[src/rtl/cpu_int_pkg.sv]
// Shared types and defaults for the CPU interrupt priority controller.
package cpu_int_pkg;

    localparam int unsigned NUM_SRC_DEF = 4;

    typedef enum logic [1:0] {
        IDLE = 2'd0,
        REQ  = 2'd1,
        SERV = 2'd2
    } state_t;

endpackage

[src/rtl/int_src_sync.sv]
// One interrupt source: 2-flop synchronizer, history flop, fall detect and pending bit.
module int_src_sync (
    input  logic phi1,
    input  logic rstAll_L,
    input  logic srcL,
    input  logic edgeMode,
    input  logic clrReq,
    output logic pend
);

    logic       s1;
    logic       s2;
    logic       s3;
    logic [2:0] live;
    logic       modeQ;
    logic       fall;

    // live[2] marks s3 as a real post-reset sample, so a source held low through reset never looks like a fall
    assign fall = live[2] & s3 & ~s2;

    always_ff @(posedge phi1 or negedge rstAll_L) begin
        if (!rstAll_L) begin
            s1    <= 1'b1;
            s2    <= 1'b1;
            s3    <= 1'b1;
            live  <= 3'b000;
            modeQ <= 1'b0;
            pend  <= 1'b0;
        end else begin
            s1    <= srcL;
            s2    <= s1;
            s3    <= s2;
            live  <= {live[1:0], 1'b1};
            modeQ <= edgeMode;
            if (edgeMode != modeQ) begin
                pend <= 1'b0;
            end else if (edgeMode) begin
                pend <= fall | (pend & ~clrReq);
            end else begin
                pend <= ~s2;
            end
        end
    end

endmodule

[src/rtl/interrupt_priority_ctrl.sv]
// Fixed-priority interrupt controller: per-source sync/pending, eligibility, lowest-index-wins grant FSM.
module interrupt_priority_ctrl
    import cpu_int_pkg::*;
#(
    parameter int unsigned NUM_SRC = NUM_SRC_DEF,
    parameter int unsigned ID_W    = $clog2(NUM_SRC)
) (
    input  logic               phi1,
    input  logic               rstAll_L,
    input  logic [NUM_SRC-1:0] src_L,
    input  logic [NUM_SRC-1:0] edge_mode,
    input  logic [NUM_SRC-1:0] mask,
    input  logic               iflag,
    input  logic               fetch_en,
    input  logic               ack,
    input  logic               svc_done,
    output logic               int_req,
    output logic [ID_W-1:0]    int_id,
    output logic [NUM_SRC-1:0] pending,
    output logic               busy
);

    state_t             state;
    logic [NUM_SRC-1:0] elig;
    logic [NUM_SRC-1:0] clrVec;
    logic               anyElig;
    logic [ID_W-1:0]    winner;

    // Source 0 is non-maskable; all others need mask and a clear I flag
    always_comb begin
        elig = '0;
        for (int i = 0; i < int'(NUM_SRC); i++) begin
            elig[i] = pending[i] & ((i == 0) | (mask[i] & ~iflag));
        end
    end

    assign anyElig = |elig;

    always_comb begin
        winner = '0;
        for (int i = int'(NUM_SRC) - 1; i >= 0; i--) begin
            if (elig[i]) begin
                winner = ID_W'(i);
            end
        end
    end

    always_comb begin
        clrVec = '0;
        for (int i = 0; i < int'(NUM_SRC); i++) begin
            clrVec[i] = (state == REQ) & ack & (int_id == ID_W'(i));
        end
    end

    for (genvar g = 0; g < int'(NUM_SRC); g++) begin : gSrc
        int_src_sync uSrc (
            .phi1     (phi1),
            .rstAll_L (rstAll_L),
            .srcL     (src_L[g]),
            .edgeMode (edge_mode[g]),
            .clrReq   (clrVec[g]),
            .pend     (pending[g])
        );
    end

    // int_id is only loaded on a grant, so it stays frozen through REQ and SERV
    always_ff @(posedge phi1 or negedge rstAll_L) begin
        if (!rstAll_L) begin
            state   <= IDLE;
            int_req <= 1'b0;
            busy    <= 1'b0;
            int_id  <= '0;
        end else begin
            case (state)
                IDLE: begin
                    if (fetch_en && anyElig) begin
                        state   <= REQ;
                        int_req <= 1'b1;
                        int_id  <= winner;
                    end
                end
                REQ: begin
                    if (ack) begin
                        state   <= SERV;
                        int_req <= 1'b0;
                        busy    <= 1'b1;
                    end
                end
                SERV: begin
                    if (svc_done) begin
                        state <= IDLE;
                        busy  <= 1'b0;
                    end
                end
                default: begin
                    state   <= IDLE;
                    int_req <= 1'b0;
                    busy    <= 1'b0;
                end
            endcase
        end
    end

endmodule
[config.mk]
export PLATFORM = sky130hd
export DESIGN_NAME = interrupt_priority_ctrl
export DESIGN_NICKNAME = d
export VERILOG_FILES = /design/src/rtl/cpu_int_pkg.sv /design/src/rtl/int_src_sync.sv /design/src/rtl/interrupt_priority_ctrl.sv
export SDC_FILE = /design/constraint.sdc
export NUM_CORES = 1
export LEC_CHECK = 0
export CAP_MARGIN = 20
export CELL_PAD_IN_SITES_DETAIL_PLACEMENT = 0
export CELL_PAD_IN_SITES_GLOBAL_PLACEMENT = 1
export CORE_MARGIN = 5
export CORE_UTILIZATION = 38
export DETAILED_ROUTE_END_ITERATION = 10
export GPL_TIMING_DRIVEN = 0
export PLACE_DENSITY = 0.78
export SLEW_MARGIN = 10
export SYNTH_ARGS = -nofsm -noshare
export SYNTH_HDL_FRONTEND = slang
export SYNTH_SLANG_ARGS = --single-unit
[constraint.sdc]
create_clock -name phi1 -period 1.7 [get_ports phi1]
set_input_delay 0.17 -clock phi1 [delete_from_list [all_inputs] [get_ports phi1]]
set_output_delay 0.17 -clock phi1 [all_outputs]
set_load 0.05 [all_outputs]
# Word-level counts from Yosys, hierarchy flattened
# Index checks and enable logic that the tools add are counted.
[classes] mux=22 bitwise_logic=38 n_eq_ne=12 reduce_logical=8
[op_table] op="$and 1x1->1" count=23
[op_table] op="$mux 2" count=7
[op_table] op="$mux 1" count=12
[op_table] op="$not 1->1" count=11
[op_table] op="$reduce_and 3->1" count=3
[op_table] op="$eq 2x2->1 const B" count=3
[op_table] op="$ne 2x2->1 const B" count=3
[op_table] op="$pmux 1 s3" count=2
[op_table] op="$pmux 2 s3" count=1
[op_table] op="$eq 2x1->1 const B" count=2
[op_table] op="$logic_not 2->1" count=2
[op_table] op="$ne 1x1->1" count=4
[op_table] op="$or 1x1->1" count=4
[op_table] op="$reduce_or 4->1" count=1
[op_table] op="$reduce_and 2->1" count=1
[op_table] op="$logic_and 1x1->1" count=1
[totals] output_inout_bits=8 regBits=38 elab_cells=108

# Longest topological paths before layout
# Gate-level depths: netlist of the first run.
[depth] ltp_word=8 mapped_depth=4

# Modules after synthesis
# From an unflattened synthesis of the first run, not the netlist that was laid out.
[hier_totals] hier_cells=91 hier_area_um2=1287.5
[by_module_without_submodules] module="int_src_sync" area_each_um2=235.2 cells_each=14 seq_area_each_um2=203.9 n_inst=4
[by_module_without_submodules] module="interrupt_priority_ctrl" area_each_um2=346.6 cells_each=35 seq_area_each_um2=150.1 n_inst=1

# Least setup slack after synthesis of the first run
# No wires, ideal clock.
[synth_timing] kind="reg2reg" from="register state[0]" to="register int_id[0]" arrival_ns=1.196 path_buffers=0 t_required_ns=1.575 period_less_slack_ns=1.321 setup_ns=0.125 path_stages_with_launch=5 slack_ns=0.379 path_cell_list="dfrtp_1 > nor3b_2 > o21ai_2 > a31oi_4 > mux2_4"
[synth_between] elab_chain_cells=2
[synth_lines] item="from (decl)" line_no="interrupt_priority_ctrl.sv:23" rtl="state_t state;"
[synth_lines] item="from (signal assigned)" line_no="interrupt_priority_ctrl.sv:69" rtl="state <= IDLE;"
[synth_lines] item="from (signal assigned)" line_no="interrupt_priority_ctrl.sv:77" rtl="state <= REQ;"
[synth_lines] item="from (signal assigned)" line_no="interrupt_priority_ctrl.sv:84" rtl="state <= SERV;"
[synth_lines] item="$logic_not 2->1" line_no="interrupt_priority_ctrl.sv:74" rtl="case (state)"
[synth_lines] item="$reduce_and 2->1 (no source line)"
[synth_lines] item="to (signal assigned)" line_no="interrupt_priority_ctrl.sv:79" rtl="int_id <= winner;"
[synth_lines] item="to (decl)" line_no="interrupt_priority_ctrl.sv:18" rtl="output logic [ID_W-1:0] int_id,"
# No other way between the ends.
# A chain may end at the register's enable or synchronous reset.

# Worst setup path after layout of the first run
[layout_timing] from="register int_req" to="output int_req"
[layout_rtl] item="from (decl)" line_no="interrupt_priority_ctrl.sv:17" rtl="output logic int_req,"
[layout_rtl] item="from (signal assigned)" line_no="interrupt_priority_ctrl.sv:70" rtl="int_req <= 1'b0;"
[layout_rtl] item="from (signal assigned)" line_no="interrupt_priority_ctrl.sv:78" rtl="int_req <= 1'b1;"
[layout_rtl] item="from (signal assigned)" line_no="interrupt_priority_ctrl.sv:85" rtl="int_req <= 1'b0;"
# No word-level cell between the ends.

==> impl_metrics.py, run 1 <==
metrics = {
    "yosys": {
        "netlist.area_leader.share_pct": 39.67,
        "avgSynthCellArea_um2": 13.40,
        "yosys.area.top_type": "dfrtp_1",
        "synthesis.nets": 98,
        "synth_cells": 80,
        "synthTopCellsByArea": "dfrtp_1, dfstp_2, o21a_1, buf_4, nand3_1",
        "ys_seq_area_share_pct": 69.08,
        "ys_warn_count": 0,
        "syn_area_mm2": 0.001072,
        "ys_seq_elements": 29,
        "netlist-cell-type-count": 25,
    },
    "routing": {
        "wl_um": 1995,
        "via_count": 718,
        "drc": 0,
        "dr.pass1.iters": 4,
        "drt-wirelength-per-cell_um": 13.85,
        "vias_per_cell": 4.986,
        "drt_iter0_drc": 22,
        "antenna_left": 0,
    },
    "timing": {
        "setup_viol": 0,
        "finalCriticalPeriod_ns": 1.640,
        "hold_viol": 0,
        "finalSetupTns_ns": 0,
        "skew_ns": 0.007568,
        "maxSlewHeadroom_pct": 64.46,
        "max_clock_freq_mhz": 609.8,
        "fin_crit_sh_pct": 96.47,
        "slew_violations": 0,
        "worst_pin_slew_ns": 0.5315,
        "worst_slack_ns": 0.06008,
        "rsz0062_at_grt": "false",
    },
    "setup_path": {
        "cp-end-kind": "output pin",
        "cp.arrival_ns": 1.47,
        "cp-start-kind": "flop",
        "crit_required_ns": 1.53,
        "max_stage_delay_ns": 0.80,
        "worstPathCellList": "clkdlybuf4s50_1",
        "startpoint": "int_req$_DFFE_PN0P_",
        "critPathTopFamily": "buffers and inverters",
        "worstSetupPathType": "reg2out",
        "crit_buf_inv": 1,
        "crit_slowest_cell": "clkdlybuf4s50_1",
        "r2r_start": "state[0]$_DFFE_PN0P_",
        "crit_path_max_fanout": 2,
    },
    "cts": {
        "cts_buffers": 5,
        "clockRootBuffer": "clkbuf_4",
        "htreeDepth": 2,
        "cts_tree": "done",
        "clkLatencyLatePin_ns": 0.32,
        "cts_buffer_depth": 2,
        "clk_pin_slew_ns": 0.09,
        "cts_sinks": 29,
        "cts_setup_buffers": 0,
    },
    "global_routing": {
        "overflow": 0,
        "grt_pass1_vias": 752,
        "groute.usage.overall_pct": 11.56,
        "grt_pass1_wl_um": 3498,
        "grt_antenna_before_repair": 0,
        "grt_max_degree": 21,
    },
    "place": {
        "post-dp-hpwl_um": 1531,
        "gp_congestion": 0.7884,
        "port_buffers": 24,
        "dp_slack_ns": 0.1298,
    },
    "floorplanning": {
        "die_w_um": 63.12,
        "num_rows": 19,
        "io_pins": 26,
        "die_area_mm2": 0.003984,
        "initial_utilization_pct": 39.22,
        "die_h_um": 63.12,
        "core_mm2": 0.002734,
    },
    "hold_path": {
        "hp-class": "in2async",
    },
    "power_and_ir_drop": {
        "power_density_mw_per_mm2": 1229,
        "leakage_nw": 0.6127,
        "peakVddDrop_mv": 0.8726,
    },
    "run_status": {
        "status": "completed",
    },
    "run": {
        "drv_cap": 0,
    },
    "final_layout": {
        "mostFrequentLayoutCells": "dfrtp_1, clkdlybuf4s50_1, dfstp_2",
        "area_delta_synth_final_pct": 36.17,
        "drive_above_1_share_pct": 26.55,
        "final_nets": 130,
        "n_antenna_cell": 0,
    },
}
[kinds of logic (layout without fill, tap and decap cells)]
kind of cell	after synthesis	in the layout	synth area share (%)
AO/OA/AOI/OAI	19	19	13.30
flip-flops	29	29	69.08
multiplexers	1	1	1.400
buffers and inverters	7	40	3.851
other	1	1	0.3497
AND/OR/NAND/NOR	23	23	12.02
[registers in the layout (all words and copies together), names as in the netlist]
name / cells
gSrc.uSrc.modeQ: 4
gSrc.uSrc.pend: 4
gSrc.uSrc.s1: 4
gSrc.uSrc.s2: 4
gSrc.uSrc.s3: 4
gSrc.uSrc.live: 3
int_id: 2
state: 2
busy: 1
int_req: 1
[final timing paths]
check,to,slack (ns),cells past startpoint
setup / recovery,int_req,0.06,1
hold / removal,int_id[1]$_DFFE_PN0P_,0.19,1
setup reg to reg,int_id[0]$_DFFE_PN0P_,0.29,4
hold reg to reg,gSrc[2].uSrc.s2$_DFF_PN1_,0.35,0
max in group asynchronous,gSrc[0].uSrc.s1$_DFF_PN1_,0.94,2
min in group phi1,gSrc[1].uSrc.s1$_DFF_PN1_,0.25,1
[layer usage]
metal / GRT usage [%] / part of all wire (%)
met4: 6.366 / 1.8
met2: 17.44 / 49
met1: 13.88 / 42
met5: 0 / 0
met3: 4.796 / 7.3
[stage by stage]
stage | hold WS [ns] | total power [mW] | area, µm² | cells | util (%)
2_1_floorplan | -0.1256 | 1.079 | 1072 | 80 | -
3_3_place_gp | 0.3320 | 1.237 | 1351 | 135 | 49.43
3_5_place_dp | 0.3358 | 1.256 | 1379 | 136 | 50.43
4_1_cts | 0.2041 | 1.820 | 1456 | 144 | 53.27
5_1_grt | 0.2286 | 1.893 | 1460 | 144 | 53.41
6_report | 0.1919 | 1.795 | 1460 | 144 | 53.41
[where the power goes]
part | internal, mW | total (mW) | switching, mW
clock | 0.351 | 0.573 | 0.222
combinational | 0.154 | 0.386 | 0.232
sequential | 0.772 | 0.836 | 0.0644
[synth_stat cells]
library cell,n
or2_1,1
nand3b_1,1
mux2_4,1
a21o_2,1
o21a_1,5
nand2b_1,1
conb_1,1
nor3b_1,1
nand4_1,4
nor2_1,2
nand3_1,5
inv_1,3
dfrtp_1,17
a21oi_2,1
dfstp_2,12
a211oi_1,1
o22ai_1,4
a31oi_4,1
o21ai_2,1
nor3b_2,1
nor3_1,4
a21oi_1,1
nand2_1,3
buf_4,4
o21ai_0,4
[what timing repair did]
item	in CTS	in global routing
setup endpoints to repair	6	2
gates resized for setup	6	2
hold buffers	0	0
[area by class of cell]
class	count	area [µm²]
Clock inverter	1	30.03
Buffer	4	30.03
Tap cell	31	38.79
Multi-Input combinational cell	44	290.3
Inverter	3	11.26
Sequential cell	29	740.7
Clock buffer	7	55.05
Fill cell	253	1274
Timing Repair Buffer	25	264.0
(Power assumes the default switching activity.)
==> inputs of run 2 (changes only) <==
--- a/config.mk
+++ b/config.mk
@@ -12,6 +12,7 @@
 export CORE_UTILIZATION = 38
 export DETAILED_ROUTE_END_ITERATION = 10
 export GPL_TIMING_DRIVEN = 0
+export MAX_ROUTING_LAYER = met4
 export PLACE_DENSITY = 0.78
 export SLEW_MARGIN = 10
 export SYNTH_ARGS = -nofsm -noshare
==> impl_metrics.py, run 2 (synthesis results as in run 1) <==
metrics = {
    "global_routing": {
        "grt_pass1_wl_um": 3498,
        "grt_pass1_vias": 752,
        "grt_antenna_before_repair": 0,
        "overflow": 0,
        "groute.usage.overall_pct": 11.88,
        "grt_max_degree": 21,
    },
    "timing": {
        "max_clock_freq_mhz": 611.1,
        "rsz0062_at_grt": "false",
        "fin_crit_sh_pct": 96.25,
        "slew_violations": 0,
        "skew_ns": 0.007663,
        "worst_pin_slew_ns": 0.5315,
        "hold_viol": 0,
        "setup_viol": 0,
        "maxSlewHeadroom_pct": 64.46,
        "finalSetupTns_ns": 0,
        "hold_ws_ns": 0.1954,
        "finalCriticalPeriod_ns": 1.636,
    },
    "floorplanning": {
        "initial_utilization_pct": 39.22,
        "core_mm2": 0.002734,
        "die_h_um": 63.12,
        "die_w_um": 63.12,
        "die_area_mm2": 0.003984,
        "num_rows": 19,
        "io_pins": 26,
    },
    "final_layout": {
        "seqCellArea_um2": 740.7,
        "drive_above_1_share_pct": 26.55,
        "n_antenna_cell": 0,
        "design_area_mm2": 0.001460,
        "mostFrequentLayoutCells": "dfrtp_1, clkdlybuf4s50_1, dfstp_2",
        "area_delta_synth_final_pct": 36.17,
        "final_nets": 130,
        "fillers": 253,
        "multi_input_comb_area_um2": 290.3,
    },
    "hold_path": {
        "hp-class": "in2async",
    },
    "power_and_ir_drop": {
        "leakage_nw": 0.6127,
        "peakVddDrop_mv": 0.8727,
        "power_density_mw_per_mm2": 1228,
    },
    "cts": {
        "clk_pin_slew_ns": 0.09,
        "cts_sinks": 29,
        "cts_tree": "done",
        "clkLatencyLatePin_ns": 0.32,
        "htreeDepth": 2,
        "cts_buffers": 5,
        "cts_buffer_depth": 2,
        "cts_hold_buf": 0,
        "clockRootBuffer": "clkbuf_4",
    },
    "run": {
        "drv_cap": 0,
    },
    "routing": {
        "dr.pass1.iters": 4,
        "vias_per_cell": 4.986,
        "drc": 0,
        "drt_iter0_drc": 22,
        "antenna_left": 0,
        "drt-wirelength-per-cell_um": 13.81,
        "via_count": 718,
        "wl_um": 1989,
    },
    "setup_path": {
        "crit_path_max_fanout": 2,
        "max_stage_delay_ns": 0.80,
        "cp-end-kind": "output pin",
        "worstPathCellList": "clkdlybuf4s50_1",
        "critPathTopFamily": "buffers and inverters",
        "cp.arrival_ns": 1.47,
        "crit_buf_inv": 1,
        "crit_slowest_cell": "clkdlybuf4s50_1",
        "cp-start-kind": "flop",
        "worstSetupPathType": "reg2out",
        "crit_required_ns": 1.53,
    },
    "place": {
        "port_buffers": 24,
        "place_area_mm2": 0.001379,
        "gp_congestion": 0.7994,
        "post-dp-hpwl_um": 1531,
    },
    "run_status": {
        "status": "completed",
    },
}
-- run 2: worst register-to-register path: cells and delay by family, from the launching register on --
kind               cells  cell delay, ns
AOI/OAI and AO/OA      2            0.31
DFF                    1            0.45
muxes                  1            0.31
and+or+nand+nor        1            0.24
-- run 2: cell type report --
class,instances,area share [%]
inverter,3,0.7712
multi-input combinational,44,19.88
clock buffer,7,3.770
timing repair buffer,25,18.08
tap,31,2.656
clock inverter,1,2.057
sequential,29,50.73
buffer,4,2.057
-- run 2: path summary, 6_finish.rpt --
kind,from,endpoint,slack (ns),cells after the start
setup / recovery,int_req$_DFFE_PN0P_,int_req,0.06,1
min in group phi1,src_L[1],gSrc[1].uSrc.s1$_DFF_PN1_,0.25,1
hold / removal,rstAll_L,int_id[1]$_DFFE_PN0P_,0.20,1
hold reg to reg,gSrc[2].uSrc.s1$_DFF_PN1_,gSrc[2].uSrc.s2$_DFF_PN1_,0.35,0
setup reg to reg,state[0]$_DFFE_PN0P_,int_id[0]$_DFFE_PN0P_,0.29,4
max in group asynchronous,rstAll_L,gSrc[0].uSrc.s1$_DFF_PN1_,0.94,2
-- run 2: what timing repair did --
action,CTS,global route
resized for setup,6,2
endpoints found under the setup margin,6,2
setup buffers,0,0
hold endpoints to repair,0,0
-- run 2: routing by layer --
layer  share of wire (%)  track usage [%]
met2                  49            17.44
met5                   0                -
met3                 6.4            4.618
met1                  42            13.99
met4                 1.8            6.366
-- run 2: metrics by stage --
step / utilization [%] / cells / setup slack (ns) / power [mW]
final: 53.41 / 144 / 0.06370 / 1.793
after global routing: 53.41 / 144 / 0.001497 / 1.893
after CTS: 53.27 / 144 / 0.002062 / 1.820
after detailed placement: 50.43 / 136 / 0.1298 / 1.256
after global placement: 49.43 / 135 / 0.07053 / 1.237
after floorplan: - / 80 / 0.3792 / 1.079
-- run 2: where the power goes --
part           internal [mW]  switching (mW)
sequential             0.772          0.0644
combinational          0.154           0.232
clock                  0.351           0.220
total                   1.28           0.517
